<file path="src/rtl/tcdm_wide_narrow_arbiter.sv">
// Arbitrates NrWide wide TCDM ports and NrPorts narrow ports onto NrPorts narrow banks.
// Per-lane source FIFOs steer bank responses back to the issuing port.
module tcdm_wide_narrow_arbiter #(
  parameter int unsigned NarrowDataWidth = 32,
  parameter int unsigned WideDataWidth   = 128,
  parameter int unsigned NrWide          = 2,
  parameter int unsigned RspDepth        = 4,
  parameter int unsigned MaxStall        = 4,
  parameter int unsigned AddrWidth       = 32,
  parameter int unsigned IniAddrWidth    = 4,
  parameter int unsigned NrPorts         = WideDataWidth / NarrowDataWidth,
  localparam int unsigned NarrowBeWidth  = NarrowDataWidth / 8,
  localparam int unsigned WideBeWidth    = WideDataWidth / 8,
  localparam int unsigned NarrowReqWidth = IniAddrWidth + AddrWidth + NarrowBeWidth + 1 + NarrowDataWidth,
  localparam int unsigned WideReqWidth   = AddrWidth + WideBeWidth + 1 + WideDataWidth
) (
  input  logic                                clk_i,
  input  logic                                rst_i,
  input  logic [NrPorts*NarrowReqWidth-1:0]   slv_narrow_req_i,
  input  logic [NrPorts-1:0]                  slv_narrow_req_valid_i,
  output logic [NrPorts-1:0]                  slv_narrow_req_ready_o,
  output logic [NrPorts*NarrowDataWidth-1:0]  slv_narrow_rsp_o,
  output logic [NrPorts-1:0]                  slv_narrow_rsp_valid_o,
  input  logic [NrPorts-1:0]                  slv_narrow_rsp_ready_i,
  input  logic [NrWide*WideReqWidth-1:0]      slv_wide_req_i,
  input  logic [NrWide-1:0]                   slv_wide_req_valid_i,
  output logic [NrWide-1:0]                   slv_wide_req_ready_o,
  output logic [NrWide*WideDataWidth-1:0]     slv_wide_rsp_o,
  output logic [NrWide-1:0]                   slv_wide_rsp_valid_o,
  input  logic [NrWide-1:0]                   slv_wide_rsp_ready_i,
  output logic [NrPorts*NarrowReqWidth-1:0]   mst_req_o,
  output logic [NrPorts-1:0]                  mst_req_valid_o,
  input  logic [NrPorts-1:0]                  mst_req_ready_i,
  input  logic [NrPorts*NarrowDataWidth-1:0]  mst_rsp_i,
  input  logic [NrPorts-1:0]                  mst_rsp_valid_i,
  output logic [NrPorts-1:0]                  mst_rsp_ready_o
);

  localparam int unsigned WidxWidth  = (NrWide > 1) ? $clog2(NrWide) : 1;
  localparam int unsigned SrcWidth   = $clog2(NrWide + 1);
  localparam int unsigned PtrWidth   = (RspDepth > 1) ? $clog2(RspDepth) : 1;
  localparam int unsigned CntWidth   = $clog2(RspDepth + 1);
  localparam int unsigned StallWidth = $clog2(MaxStall + 1);

  if (NrPorts * NarrowDataWidth != WideDataWidth) begin : gen_width_check
    $error("WideDataWidth must equal NrPorts*NarrowDataWidth");
  end

  logic                   lock_q;
  logic [WidxWidth-1:0]   widx_q, rr_q;
  logic [NrPorts-1:0]     done_q;
  logic [StallWidth-1:0]  stall_q [NrPorts];
  logic [SrcWidth-1:0]    mem [NrPorts][RspDepth];
  logic [PtrWidth-1:0]    wptr_q [NrPorts];
  logic [PtrWidth-1:0]    rptr_q [NrPorts];
  logic [CntWidth-1:0]    cnt_q [NrPorts];

  logic                   found, gnt, all_done;
  int unsigned            cand;
  logic [WidxWidth-1:0]   pick, widx, next_rr;
  logic [WideReqWidth-1:0] wide_req;
  logic [NrPorts-1:0]     wide_own, wide_hs, narrow_hs, full, empty, push, pop, rsp_ready;
  logic [NrWide-1:0]      wide_rsp_valid;
  logic [SrcWidth-1:0]    head [NrPorts];
  logic [SrcWidth-1:0]    push_code [NrPorts];

  always_comb begin
    found = 1'b0;
    pick  = '0;
    cand  = 0;
    for (int unsigned k = 0; k < NrWide; k++) begin
      cand = (32'(rr_q) + k) % NrWide;
      if (!found && slv_wide_req_valid_i[cand]) begin
        found = 1'b1;
        pick  = WidxWidth'(cand);
      end
    end
    gnt      = lock_q || found;
    widx     = lock_q ? widx_q : pick;
    next_rr  = WidxWidth'((32'(widx) + 1) % NrWide);
    wide_req = slv_wide_req_i[32'(widx)*WideReqWidth +: WideReqWidth];
  end

  // Lane mux: a saturated stall counter lets a waiting narrow request preempt the wide lane.
  always_comb begin
    all_done = gnt;
    for (int unsigned i = 0; i < NrPorts; i++) begin
      full[i]     = (cnt_q[i] == CntWidth'(RspDepth));
      wide_own[i] = gnt && !done_q[i] &&
                    !(stall_q[i] == StallWidth'(MaxStall) && slv_narrow_req_valid_i[i]);
      mst_req_o[i*NarrowReqWidth +: NarrowReqWidth] = wide_own[i] ?
        {{IniAddrWidth{1'b0}},
         wide_req[WideDataWidth+1+WideBeWidth +: AddrWidth],
         wide_req[WideDataWidth+1+i*NarrowBeWidth +: NarrowBeWidth],
         wide_req[WideDataWidth],
         wide_req[i*NarrowDataWidth +: NarrowDataWidth]} :
        slv_narrow_req_i[i*NarrowReqWidth +: NarrowReqWidth];
      mst_req_valid_o[i]        = !rst_i && !full[i] && (wide_own[i] || slv_narrow_req_valid_i[i]);
      slv_narrow_req_ready_o[i] = !rst_i && !full[i] && !wide_own[i] && mst_req_ready_i[i];
      wide_hs[i]   = wide_own[i] && !full[i] && mst_req_ready_i[i];
      narrow_hs[i] = slv_narrow_req_valid_i[i] && slv_narrow_req_ready_o[i];
      push[i]      = mst_req_valid_o[i] && mst_req_ready_i[i];
      push_code[i] = wide_own[i] ? SrcWidth'(32'(widx) + 1) : '0;
      if (!(done_q[i] || wide_hs[i])) all_done = 1'b0;
    end
    for (int unsigned w = 0; w < NrWide; w++)
      slv_wide_req_ready_o[w] = !rst_i && all_done && (widx == WidxWidth'(w));
  end

  always_comb begin
    for (int unsigned i = 0; i < NrPorts; i++) begin
      empty[i] = (cnt_q[i] == '0);
      head[i]  = mem[i][rptr_q[i]];
    end
    for (int unsigned w = 0; w < NrWide; w++) begin
      wide_rsp_valid[w] = 1'b1;
      for (int unsigned i = 0; i < NrPorts; i++)
        if (!(mst_rsp_valid_i[i] && !empty[i] && head[i] == SrcWidth'(w + 1)))
          wide_rsp_valid[w] = 1'b0;
    end
    for (int unsigned i = 0; i < NrPorts; i++) begin
      slv_narrow_rsp_valid_o[i] = !rst_i && mst_rsp_valid_i[i] && !empty[i] && (head[i] == '0);
      rsp_ready[i] = 1'b0;
      if (!empty[i]) begin
        if (head[i] == '0) rsp_ready[i] = slv_narrow_rsp_ready_i[i];
        for (int unsigned w = 0; w < NrWide; w++)
          if (head[i] == SrcWidth'(w + 1))
            rsp_ready[i] = wide_rsp_valid[w] && slv_wide_rsp_ready_i[w];
      end
      mst_rsp_ready_o[i] = !rst_i && rsp_ready[i];
      pop[i]             = mst_rsp_valid_i[i] && mst_rsp_ready_o[i];
    end
    slv_wide_rsp_valid_o = rst_i ? '0 : wide_rsp_valid;
  end

  assign slv_narrow_rsp_o = mst_rsp_i;
  assign slv_wide_rsp_o   = {NrWide{mst_rsp_i}};

  always_ff @(posedge clk_i or posedge rst_i) begin
    if (rst_i) begin
      lock_q <= 1'b0;
      widx_q <= '0;
      rr_q   <= '0;
      done_q <= '0;
      for (int unsigned i = 0; i < NrPorts; i++) begin
        stall_q[i] <= '0;
        wptr_q[i]  <= '0;
        rptr_q[i]  <= '0;
        cnt_q[i]   <= '0;
      end
    end else begin
      if (all_done) begin
        lock_q <= 1'b0;
        done_q <= '0;
        rr_q   <= next_rr;
      end else if (gnt) begin
        lock_q <= 1'b1;
        widx_q <= widx;
        done_q <= done_q | wide_hs;
      end
      for (int unsigned i = 0; i < NrPorts; i++) begin
        if (!slv_narrow_req_valid_i[i] || narrow_hs[i])
          stall_q[i] <= '0;
        else if (wide_own[i] && stall_q[i] != StallWidth'(MaxStall))
          stall_q[i] <= stall_q[i] + StallWidth'(1);
        if (push[i])
          wptr_q[i] <= (wptr_q[i] == PtrWidth'(RspDepth - 1)) ? '0 : wptr_q[i] + PtrWidth'(1);
        if (pop[i])
          rptr_q[i] <= (rptr_q[i] == PtrWidth'(RspDepth - 1)) ? '0 : rptr_q[i] + PtrWidth'(1);
        if (push[i] && !pop[i])
          cnt_q[i] <= cnt_q[i] + CntWidth'(1);
        else if (!push[i] && pop[i])
          cnt_q[i] <= cnt_q[i] - CntWidth'(1);
      end
    end
  end

  always_ff @(posedge clk_i) begin
    for (int unsigned i = 0; i < NrPorts; i++)
      if (push[i]) mem[i][wptr_q[i]] <= push_code[i];
  end

endmodule

</file>
<file path="config.mk">
export PLATFORM = sky130hd
export DESIGN_NAME = tcdm_wide_narrow_arbiter
export DESIGN_NICKNAME = d
export VERILOG_FILES = /design/src/rtl/tcdm_wide_narrow_arbiter.sv
export SDC_FILE = /design/constraint.sdc
export NUM_CORES = 1
export LEC_CHECK = 0
export BUFFER_PORTS_ARGS = -buffer_cell sky130_fd_sc_hd__buf_2
export CAP_MARGIN = 20
export CORE_AREA = 2 2 577 579
export CTS_CLUSTER_SIZE = 24
export DETAILED_ROUTE_END_ITERATION = 16
export DIE_AREA = 0 0 579 581
export MAX_ROUTING_LAYER = met4
export PLACE_DENSITY = 0.3
export SETUP_SLACK_MARGIN = 0.15
export SKIP_CTS_REPAIR_TIMING = 1
export SYNTH_ARGS = -nofsm -noshare
export SYNTH_HDL_FRONTEND = slang
export SYNTH_SLANG_ARGS = --single-unit
</file>
<file path="constraint.sdc">
create_clock -name clk_i -period 3.3 [get_ports clk_i]
set_input_delay 0.495 -clock clk_i [delete_from_list [all_inputs] [get_ports clk_i]]
set_output_delay 0.495 -clock clk_i [all_outputs]
set_load 0.02 [all_outputs]
</file>
# --- After elaboration in Yosys (flattened, before gate mapping) ---
# Memory sizes are Yosys's and may differ from the RTL's.
# Cells that the tools add are included.
totals:
  regBits: 47
  ram_bits: 32
  inputBits: 796
  out_inout_bits: 696
  word_cells: 363
  memories: 1
op_classes:
  addsub: 22
  multipliers: 1
  order_cmp: 14
  eq_ne: 28
  shifts: 1
  muxes: 102
  bitwise_logic: 11
  reduce_logical: 163
memory_table:
  columns: ["name", "words", "width", "rd", "rd_ports_with_merged_regs", "wr", "line", "text"]
  rows:
  - ["mem", 4, 8, 4, 0, 4, "53", "logic [SrcWidth-1:0] mem [NrPorts][RspDepth];"]
op_table:
  columns: ["operator", "n"]
  rows:
  - ["indexed part select 354 x 10 -> 177 bit", 1]
  - ["two-way mux 73 bit", 4]
  - ["logical AND 1 bit", 98]
  - ["two-way mux 2 bit", 25]
  - ["two-way mux 3 bit", 16]
  - ["two-way mux 1 bit", 43]
  - ["zero test 1 bit", 34]
  - ["two-way mux 8 bit", 4]
  - ["adder 3 x 1 -> 3 bit (second input constant)", 8]
  - ["== test 2 bit (second input constant)", 12]
  - ["== test 3 bit (second input constant)", 8]
  - [">= comparator 3 bit (second input constant)", 8]
  - ["NOT 2 -> 3 bit", 8]
  - ["nonzero test 2 bit", 9]
  - ["adder 2 x 1 -> 2 bit (second input constant)", 8]
  - ["binary-select mux 2 bit (select 2 bit)", 4]
  - ["demux 2 bit (select 2 bit)", 4]
  - ["logical OR 1 bit", 13]
  - ["zero test 3 bit", 4]
  - ["< comparator 3 x 1 -> 1 bit (second input constant)", 4]
  - ["inequality test 3 bit (second input constant)", 4]
  - ["subtractor 3 x 1 -> 3 bit (second input constant)", 4]
  - ["multiplier 1 x 8 -> 9 bit (second input constant)", 1]
  - ["== test 2 x 1 -> 1 bit (second input constant)", 4]
  - ["other kinds (8)", 14]

# --- Depth between registers and ports, before layout ---
# Gate-level depths: netlist (run 1).
logic_depth:
  word_depth: 19
  depth_mapped: 12
  ltp_nobuf: 12

# --- Worst setup path after synthesis (run 1) ---
# No wires, ideal clock.
synth_path:
  path_kind: "in2reg"
  from: "input port rst_i"
  to: "register cnt_q[5] (netlist bit)"
  setup_ns: 0.079
  t_arrival_ns: 3.371
  t_required_ns: 3.221
  slack_ns: -0.150
  path_stages: 10
  n_path_buf: 0
  path_cell_list: "inv_1 and2_1 o21a_1 and2_0 ha_1 inv_1 fa_1 xor2_1 nor2_1 xor2_1"
synth_via:
  elab_chain_cells: 7
  word_cells_on_any_way: 12
synth_rtl:
  columns: ["item", "line", "text"]
  rows:
  - ["from (decl)", "18", "input logic rst_i,"]
  - ["zero test 1 bit (no source line) (*)", null, null]
  - ["logical AND 1 bit (*) (2 in a row)", "98", "mst_req_valid_o[i] = !rst_i && !full[i] && (wide_own[i] || slv_narrow_req_valid_i[i]);"]
  - ["named net mst_req_valid_o[2]", "32", "output logic [NrPorts-1:0] mst_req_valid_o,"]
  - ["logical AND 1 bit (*)", "102", "push[i] = mst_req_valid_o[i] && mst_req_ready_i[i];"]
  - ["named net push[2]", "62", "logic [NrPorts-1:0] wide_own, wide_hs, narrow_hs, full, empty, push, pop, rsp_ready;"]
  - ["zero test 1 bit", "172", "else if (!push[i] && pop[i])"]
  - ["logical AND 1 bit", "172", null]
  - ["nonzero test 2 bit (no source line)", null, null]
  - ["to (signal, indexed assignment)", "171", "cnt_q[i] <= cnt_q[i] + CntWidth'(1);"]
  - ["to (signal, indexed assignment)", "173", "cnt_q[i] <= cnt_q[i] - CntWidth'(1);"]
  - ["to (decl)", "56", "logic [CntWidth-1:0] cnt_q [NrPorts];"]
# The timed path passes the listed nets; every way through them passes the cells marked *.
# A chain may end at the register's enable or synchronous reset.

# --- Worst setup path after layout (run 1) ---
layout_path:
  from: "register rptr_q[0] (netlist bit)"
  to: "output port mst_rsp_ready_o[2]"
layout_via:
  elab_chain_cells: 12
  word_cells_on_any_way: 16
layout_rtl:
  columns: ["item", "line", "text"]
  rows:
  - ["from (decl)", "55", "logic [PtrWidth-1:0] rptr_q [NrPorts];"]
  - ["from (signal, indexed assignment)", "169", "rptr_q[i] <= (rptr_q[i] == PtrWidth'(RspDepth - 1)) ? '0 : rptr_q[i] + PtrWidth'(1);"]
  - ["NOT 2 -> 3 bit (not written as such) (*)", "113", "head[i] = mem[i][rptr_q[i]];"]
  - ["binary-select mux 2 bit (select 2 bit) (*)", "113", null]
  - ["two-way mux 2 bit (not written as such) (*) (2 in a row)", "113", null]
  - ["== test 2 x 1 -> 1 bit", "118", "if (!(mst_rsp_valid_i[i] && !empty[i] && head[i] == SrcWidth'(w + 1)))"]
  - ["logical AND 1 bit", "118", null]
  - ["two-way mux 1 bit", "118", null]
  - ["logical AND 1 bit", "128", "rsp_ready[i] = wide_rsp_valid[w] && slv_wide_rsp_ready_i[w];"]
  - ["two-way mux 1 bit", "127", "if (head[i] == SrcWidth'(w + 1))"]
  - ["two-way mux 1 bit (*)", "127", null]
  - ["two-way mux 1 bit (*)", "124", "if (!empty[i]) begin"]
  - ["logical AND 1 bit (*)", "130", "mst_rsp_ready_o[i] = !rst_i && rsp_ready[i];"]
  - ["to (decl)", "36", "output logic [NrPorts-1:0] mst_rsp_ready_o"]
# Mark *: on every way between the ends. The rest lies on a longest branch, timed or not. The select of a mux whose other input is x is not followed.

==> results of run 1 <==
==> layer usage <==
layer	share of wire [%]	vias up
li1	-	6593
met1	32	6932
met2	49	1447
met3	17	224
met4	2.3	0
met5	0	-
==> area by class of cell <==
cell class | count | area [um^2] | share of cell area (%)
inverter | 28 | 109 | 0.478
clock inverter | 7 | 80.1 | 0.352
sequential | 79 | 2140 | 9.41
multi-input combinational | 1020 | 6870 | 30.1
timing repair buffer | 1168 | 7600 | 33.4
antenna | 118 | 295 | 1.30
clock buffer | 9 | 225 | 0.989
tap | 4366 | 5460 | 24.0
==> sequential cells by signal (all words and copies together), names as in the netlist <==
signal   count
cnt_q       12
done_q       4
lock_q       1
mem         32
rptr_q       8
rr_q         1
stall_q     12
widx_q       1
wptr_q       8
==> power by group through the flow <==
stage	clock network, mW	logic (mW)	registers, mW
global route	1.13	19.9	1.75
detailed placement	0	18.8	1.70
global placement	0	18.8	1.68
floorplan	0	7.86	1.63
finish	1.06	18.7	1.69
CTS	1.10	18.9	1.68
==> metrics by stage <==
stage,instance area (um^2),hold slack [ns]
after floorplan,11800,0.457
after detailed placement,21600,0.476
after global routing,22800,0.349
final,22800,0.341
after global placement,21600,0.479
after CTS,21900,0.321
==> cells in the mapped netlist (all sizes together) (3+ instances only) <==
cell,n,share of area [%]
fa,4,0.68
o21a,3,0.19
nand2,297,9.4
xnor2,7,0.52
mux2i,181,15
nor2,58,1.8
a41oi,3,0.22
or3b,3,0.22
and3,13,0.69
nor2b,7,0.37
dfrtp,47,9.9
mux2,14,1.3
nand3,7,0.30
inv,28,0.89
buf,390,25
a21oi,7,0.30
nor3,13,0.68
clkbuf,76,2.4
mux4,8,1.6
nor4,7,0.50
o21ai,287,12
a211oi,4,0.25
a31oi,6,0.32
ha,32,3.4
edfxtp,32,8.1
xor2,11,0.81
and2,29,1.5
nand2b,4,0.21
==> how the worst max path moves through the flow <==
stage | end | slack [ns] | depth (start not counted)
after CTS | mst_req_o[30] | -0.42 | 7
after global routing | cnt_q[10] | -0.02 | 11
final | mst_rsp_ready_o[2] | 0.08 | 7
after floorplan | cnt_q[4] | 0.24 | 8
after global placement | mst_req_o[224] | -0.39 | 9
after detailed placement | mst_req_o[30] | -0.33 | 9
==> cell usage in the layout, fill, tap and decap left out, drive strengths merged, types with 14 or more instances in the layout <==
| master | n |
|---|---|
| and2 | 29 |
| buf | 1165 |
| dfrtp | 47 |
| diode | 118 |
| edfxtp | 32 |
| ha | 32 |
| inv | 30 |
| mux2 | 14 |
| mux2i | 181 |
| nand2 | 297 |
| nor2 | 58 |
| o21ai | 287 |
==> critical path, delay by kind of cell, from the launching register on <==
kind | cells | cell delay [ns]
AND/OR/NAND/NOR | 3 | 0.99
buffers and inverters | 2 | 0.32
AO/OA/AOI/OAI | 1 | 0.12
flip-flops | 1 | 0.37
multiplexers | 1 | 0.57
==> logic make-up after synthesis <==
kind of cell    Yosys count  synth area share, %
buf+inv                 494                 27.9
simple gates            448                 16.7
compound gates          315                 13.8
mux                     203                 18.2
flops                    79                 18.1
fa+ha+maj                36                 4.06
xor+xnor                 18                 1.33
==> impl_metrics.yaml, run 1 <==
job:
  max_cap_viol_count: 0
setup_path:
  worstPathMaxFanout: 4
  cp-startpoint: "rptr_q[0]"
  r2r_slack_ns: 0.09
  worstPathArrival_ns: 2.72
  worstPathCellList: "mux4_2, nand4bb_4, nor4_4, a21oi_2, nor4_2, buf_4, buf_2"
  crit_required_ns: 2.80
  cpMaxStageDelayCell: "mux4_2"
  path_class: "reg2out"
  r2r_cells: 11
  regToRegStartpoint: "rptr_q[0]"
  crit_path_end_kind: "output port"
  slowest_delay_ns: 0.57
  r2r-end: "cnt_q[10]"
  critPathLaunchType: "flop"
clocking:
  ctsLongestPathBuffers: 2
  clkLatencyLatePin_ns: 0.35
  cts_tree: "built"
  clock-sinks: 79
  clk_pin_slew_ns: 0.07
  cts-htree-levels: 3
  clockRootBuffer: "clkbuf_16"
  numCtsBuffers: 9
routing:
  viasPerCell: 2.24
  first_pass_iters: 6
  routed_wl_um: 213000
  drc: 0
  wire_per_inst_um: 31.3
  num_vias: 15200
  ant_nets: 0
  drtIter0Drc: 870
sta:
  finalCriticalPeriod_ns: 3.22
  fin_setup_tns_ns: 0
  finalSetupViolCount: 0
  maxSlewViolCount: 0
  setup_slack_ns: 0.0828
  worst_pin_slew_ns: 0.704
  fin_skew_ns: 0.00789
  post-route-period-util_pct: 97.5
  rsz0062_at_grt: "true"
  max_freq_ghz: 0.311
  slew_headroom_pct: 51.7
  hold_viol_final: 0
global_route:
  grt-busiest-layer: "met2"
  globalRouteMet3Util_pct: 8.40
  grtUsageTotal_pct: 12.4
  grt_first_pass_wirelength_um: 243000
  grtUsageMet2_pct: 21.3
  grt_pass1_vias: 14800
  antenna_found_initial: 190
  grtUsageMet1_pct: 11.5
  grt_max_degree: 58
  overflow: 0
logic_synthesis:
  yosys_warnings: 0
  ys_types: 49
  synth-seq-cells: 79
  synth_flop_cell: "dfrtp_1"
  syn-mean-instance-area_um2: 7.42
  synth_seq_area_share_pct: 18.1
  synth_nets: 2425
  synthesis.instances: 1593
  synth_edf_count: 32
  async_flop_share_pct: 59.5
  mappedNetlistArea_mm2: 0.0118
power_and_ir_drop:
  switchingPower_mw: 12.9
  swShare_pct: 60.1
  vdd_drop_max_mv: 0.339
  total_power_mw: 21.4
  pwr-share-seq_pct: 7.9
  p_int_mw: 8.56
  p_leak_nw: 9.13
  combPwrFrac_pct: 87.2
  power.density_mw_per_mm2: 941
  clock_power_share_pct: 4.9
hold_path:
  worst_hold_path_type: "in2async"
floorplanning:
  initial_utilization_pct: 3.59
  die_w_um: 579
  ioPinCount: 1492
  dieArea_mm2: 0.336
  rows: 211
  core_area_mm2: 0.330
  die_h_um: 581
cells_and_area:
  layout-drive-gt1-share_pct: 56.3
  fillCellCount: 39000
  areaGrowthSynthToFinish_pct: 92.6
  utilization_pct: 6.91
  layoutNonFillerInstCount: 6795
  final_nets: 3138
placement:
  post-dp-hpwl_um: 202000
  dp_slack_ns: -0.333
  port_buffers: 979
  dp.cells: 6646
  globalplace.congestion: 0.913
status:
  status: "complete, no violations"
Note: power is estimated with default switching activity, not from simulation.
==> inputs of run 2 (changes only) <==
BUFFER_PORTS_ARGS = -buffer_cell sky130_fd_sc_hd__buf_4   (was -buffer_cell sky130_fd_sc_hd__buf_2)
GPL_TIMING_DRIVEN = 0   (was default)
==> run 2 against run 1 <==
Final area up 39%. Worst hold slack worse by 0.13 ns. Wire length increased by 12%. Critical path depth is 5 higher. Via count rose by 19%. First-iteration DRC count is 8.0% higher. Utilization rose by 2.7 points. Combinational power increased by 25%. Cell count increased by 11%. Clock skew increased by 0.0070 ns. Clock power increased by 6%. Register-to-register slack lost 0.06 ns. Largest cell class unchanged. Largest power group unchanged. Highest routed layer unchanged.
==> impl_metrics.yaml, run 2 (same netlist as run 1, synthesis figures left out) <==
routing:
  viasPerCell: 2.41
  drc: 0
  routed_wl_um: 239000
  ant_nets: 0
  num_vias: 18100
  wire_per_inst_um: 31.7
  first_pass_iters: 5
  drtIter0Drc: 940
sta:
  fin_skew_ns: 0.0149
  rsz0062_at_grt: "true"
  hold_viol_final: 0
  finalSetupViolCount: 0
  post-route-period-util_pct: 99.0
  hold-worst-slack_ns: 0.209
  maxSlewViolCount: 0
  worst_pin_slew_ns: 0.819
  finalCriticalPeriod_ns: 3.27
  max_freq_ghz: 0.306
  slew_headroom_pct: 45.2
setup_path:
  critPathLaunchType: "flop"
  slowest_delay_ns: 0.61
  cp_num_buf_inv: 4
  worstPathArrival_ns: 3.51
  worstPathMaxFanout: 5
  critical-path-top-delay-family: "multiplexers"
  cpMaxStageDelayCell: "mux4_2"
  crit_path_end_kind: "flop"
  crit_required_ns: 3.54
  worstPathCellList: "mux4_2, nand4bb_4, nor4_4, buf_6, a31oi_4, nor3b_4, buf_6, inv_2, ha_4, inv_2, fa_1, mux2_2"
  path_class: "reg2reg"
cells_and_area:
  final_cell_mix: "buf_4 (1785), nand2_1 (249), o21ai_0 (219)"
  utilization_pct: 9.58
  finalInstanceArea_mm2: 0.0316
  final_common_cell: "buf_4"
  layout-drive-gt1-share_pct: 71.3
  final_nets: 3917
  areaGrowthSynthToFinish_pct: 167
  fillCellCount: 38500
  largest_reg_flops: 32
power_and_ir_drop:
  vdd_drop_max_mv: 0.260
  p_int_mw: 10.4
  switchingPower_mw: 15.8
  swShare_pct: 60.2
  power.density_mw_per_mm2: 830
  pwr-share-seq_pct: 6.6
  p_leak_nw: 13.7
  combPwrFrac_pct: 89.1
  total_power_mw: 26.2
  clock_power_share_pct: 4.3
global_route:
  antenna_found_initial: 126
  grt_pass1_vias: 18100
  grt_max_degree: 29
  grtUsageTotal_pct: 13.9
  grt_first_pass_wirelength_um: 275000
  overflow: 0
clocking:
  ctsLongestPathBuffers: 2
  clockRootBuffer: "clkbuf_16"
  clock-sinks: 79
  clk_pin_slew_ns: 0.08
  clkLatencyLatePin_ns: 0.37
  cts_tree: "built"
  numCtsBuffers: 9
  cts-htree-levels: 3
floorplanning:
  rows: 211
  initial_utilization_pct: 3.59
  dieArea_mm2: 0.336
  ioPinCount: 1492
  core_area_mm2: 0.330
  die_h_um: 581
  die_w_um: 579
job:
  max_cap_viol_count: 0
placement:
  globalplace.congestion: 0.937
  place_area_mm2: 0.0286
  port_buffers: 1363
  post-dp-hpwl_um: 226000
hold_path:
  worst_hold_path_type: "in2async"
status:
  status: "complete, no violations"
## run 2: worst reg2reg max path, stage by stage, from the launching register on
cell and delay [ns]:
dfrtp_2 0.42, mux4_2 0.61, nand4bb_4 0.31, nor4_4 0.27, buf_6 0.17, a31oi_4 0.10
nor3b_4 0.19, buf_6 0.15, inv_2 0.05, ha_4 0.15, inv_2 0.05, fa_1 0.41
mux2_2 0.27
## run 2: stage by stage
step | setup TNS, ns | setup WS [ns] | instances
floorplan | 0 | 0.244 | 1593
global route | -0.289 | -0.0779 | 7509
CTS | -469.01 | -2.61 | 7400
finish | 0 | 0.0335 | 7520
global placement | -782.66 | -4.01 | 7322
detailed placement | -398.17 | -2.37 | 7384
## run 2: worst paths after layout
check                                               start         end  slack [ns]  cells past startpoint
worst max register to register                  rptr_q[0]   cnt_q[10]        0.03                     12
max in group asynchronous                           rst_i   rptr_q[6]        2.61                      4
worst min-delay path                                rst_i        rr_q        0.21                      3
min in group clk_i              slv_narrow_req_valid_i[1]  stall_q[7]        0.44                      2
worst min register to register                  cnt_q[11]   cnt_q[11]        0.51                      1
worst max-delay path                            rptr_q[0]   cnt_q[10]        0.03                     12
## run 2: layout make-up
| cell class | count | area, um^2 | area share, % |
|---|---|---|---|
| Tap cell | 4366 | 5460 | 17.3 |
| Multi-Input combinational cell | 1020 | 7960 | 25.2 |
| Inverter | 28 | 109 | 0.345 |
| Clock inverter | 3 | 42.5 | 0.135 |
| Timing Repair Buffer | 1483 | 11900 | 37.6 |
| Clock buffer | 13 | 262 | 0.828 |
| Antenna cell | 64 | 160 | 0.507 |
| Sequential cell | 79 | 2140 | 6.79 |
| Buffer | 464 | 3550 | 11.3 |
## run 2: per-layer routing
metal | part of all wire, % | up-vias | global-route usage (%)
met2 | 51 | 1088 | 24.5
met4 | 2.2 | 0 | 2.46
li1 | - | 8093 | -
met1 | 40 | 8829 | 16.0
met5 | 0 | - | -
met3 | 6.8 | 137 | 3.27
## run 2: power groups by stage
| stage | clock network [mW] | registers [mW] | logic [mW] |
|---|---|---|---|
| finish | 1.12 | 1.73 | 23.4 |
| detailed placement | 0 | 1.75 | 21.7 |
| global route | 1.20 | 1.79 | 24.7 |
| CTS | 1.18 | 1.73 | 21.8 |
| global placement | 0 | 1.77 | 20.7 |
| floorplan | 0 | 1.63 | 7.86 |
==> inputs of run 3 (changes only) <==
CORE_AREA = 2 2 578 580   (was 2 2 577 579)
DIE_AREA = 0 0 580 582   (was 0 0 579 581)
clock period = 3.8 ns   (was 3.3 ns; I/O delays follow)
==> run 3 against run 2 <==
Utilization is 0.60 points lower. Critical endpoint is now mst_req_o[103]. Flip-flop and latch count is the same. Worst hold slack improved by 0.058 ns.
==> impl_metrics.yaml, run 3 (same netlist as run 1, synthesis figures left out) <==
global_route:
  grt_pass1_vias: 18000
  grt_first_pass_wirelength_um: 282000
  grtUsageTotal_pct: 14.1
  overflow: 0
  grt_max_degree: 55
  antenna_found_initial: 184
floorplanning:
  rows: 212
  dieArea_mm2: 0.338
  core_area_mm2: 0.332
  die_h_um: 582
  ioPinCount: 1492
  die_w_um: 580
  initial_utilization_pct: 3.56
cells_and_area:
  largest_reg_flops: 32
  final_nets: 3864
  layoutNonFillerInstCount: 7519
  fillCellCount: 39000
  layout-drive-gt1-share_pct: 65.6
  final_cell_mix: "buf_4 (1766), nand2_1 (290), o21ai_0 (267)"
  utilization_pct: 8.98
  final_common_cell: "buf_4"
  areaGrowthSynthToFinish_pct: 152
clocking:
  clock-sinks: 79
  numCtsBuffers: 9
  cts_tree: "built"
  clkLatencyLatePin_ns: 0.37
  cts-htree-levels: 3
  clk_pin_slew_ns: 0.07
  clockRootBuffer: "clkbuf_16"
  ctsLongestPathBuffers: 2
sta:
  max_freq_ghz: 0.277
  post-route-period-util_pct: 95.0
  worst_pin_slew_ns: 0.928
  hold-worst-slack_ns: 0.267
  hold_viol_final: 0
  fin_skew_ns: 0.0135
  finalSetupViolCount: 0
  finalCriticalPeriod_ns: 3.61
  maxSlewViolCount: 0
  rsz0062_at_grt: "true"
  slew_headroom_pct: 38.1
status:
  status: "complete, no violations"
routing:
  wire_per_inst_um: 32.2
  viasPerCell: 2.40
  first_pass_iters: 4
  num_vias: 18100
  ant_nets: 0
  routed_wl_um: 242000
  drtIter0Drc: 772
  drc: 0
power_and_ir_drop:
  total_power_mw: 20.8
  combPwrFrac_pct: 87.7
  swShare_pct: 62.1
  pwr-share-seq_pct: 7.2
  power.density_mw_per_mm2: 697
  clock_power_share_pct: 5.1
  p_int_mw: 7.88
  p_leak_nw: 13.1
  switchingPower_mw: 12.9
  vdd_drop_max_mv: 0.217
setup_path:
  path_class: "in2out"
  r2r-end: "cnt_q[11]"
  critPathLaunchType: "input pin"
  regToRegStartpoint: "cnt_q[10]"
  worstPathArrival_ns: 3.04
  crit_required_ns: 3.23
  crit_path_end_kind: "output port"
  worstPathMaxFanout: 10
  r2r_cells: 13
  r2r_slack_ns: 0.34
placement:
  globalplace.congestion: 0.927
  post-dp-hpwl_um: 231000
  port_buffers: 1363
  dp.cells: 7388
hold_path:
  worst_hold_path_type: "in2async"
job:
  max_cap_viol_count: 0
-- run 3: cell types whose count changed in the layout (fill, tap and decap cells not counted), moves of 18 or more --
cell | before | now
nand2_1 | 249 | 290
buf_4 | 1785 | 1766
buf_12 | 26 | 8
mux2i_4 | 46 | 23
o21ai_0 | 219 | 267
diode_2 | 64 | 95
nand2_2 | 23 | 3
mux2i_1 | 92 | 116
nand2_4 | 23 | 3
buf_6 | 54 | 25
o21ai_4 | 18 | 0
-- run 3: cell type report --
| type | instances | area, um^2 | share of cell area [%] |
|---|---|---|---|
| timing repair buffer | 1428 | 11200 | 37.6 |
| clock inverter | 6 | 109 | 0.365 |
| multi-input combinational | 1020 | 6960 | 23.4 |
| buffer | 466 | 3320 | 11.2 |
| sequential | 79 | 2140 | 7.18 |
| tap | 4387 | 5490 | 18.4 |
| antenna | 95 | 238 | 0.798 |
| clock buffer | 10 | 229 | 0.769 |
| inverter | 28 | 108 | 0.361 |
-- run 3: how the worst max path moves through the flow --
stage	slack [ns]	cells after the start	startpoint	to
detailed placement	-2.03	11	slv_wide_req_valid_i[1]	mst_req_o[255]
floorplan	0.27	10	rst_i	cnt_q[5]
global placement	-3.80	9	slv_wide_req_valid_i[0]	mst_req_o[206]
CTS	-2.20	10	lock_q	mst_req_o[255]
finish	0.19	10	slv_wide_req_valid_i[0]	mst_req_o[103]
global route	0.009	13	lock_q	mst_req_o[221]
-- run 3: worst max-delay path, stage by stage --
cell and delay (ns):
buf_4 0.13, inv_1 0.04, o21ai_0 0.10, o21ai_1 0.22
clkbuf_2 0.31, buf_16 0.22, clkbuf_4 0.35, mux2i_1 0.58
o21ai_0 0.19, buf_4 0.19
-- run 3: layer usage --
layer  vias to the layer above  wire length [um]  global-route usage [%]
li1                       8028                 -                       -
met1                      8637             92100                    15.4
met2                      1211            122000                    25.0
met3                       181             23200                    5.02
met4                         0              4700                    2.02
met5                         -                 0                       -
-- run 3: power by group through the flow --
stage | clock network, mW | logic [mW] | registers (mW)
after floorplan | 0 | 6.83 | 1.41
after global placement | 0 | 17.8 | 1.51
after detailed placement | 0 | 18.5 | 1.51
after CTS | 1.10 | 18.6 | 1.49
after global routing | 1.12 | 19.4 | 1.54
final | 1.05 | 18.2 | 1.49
-- run 3: per-stage QoR --
stage / instance area [um^2] / setup WS [ns] / TNS, ns
detailed placement: 28400 / -2.03 / -295.11
finish: 29800 / 0.188 / 0
floorplan: 11800 / 0.275 / 0
global placement: 27500 / -3.80 / -637.46
global route: 29700 / 0.00853 / 0
CTS: 28800 / -2.20 / -339.37
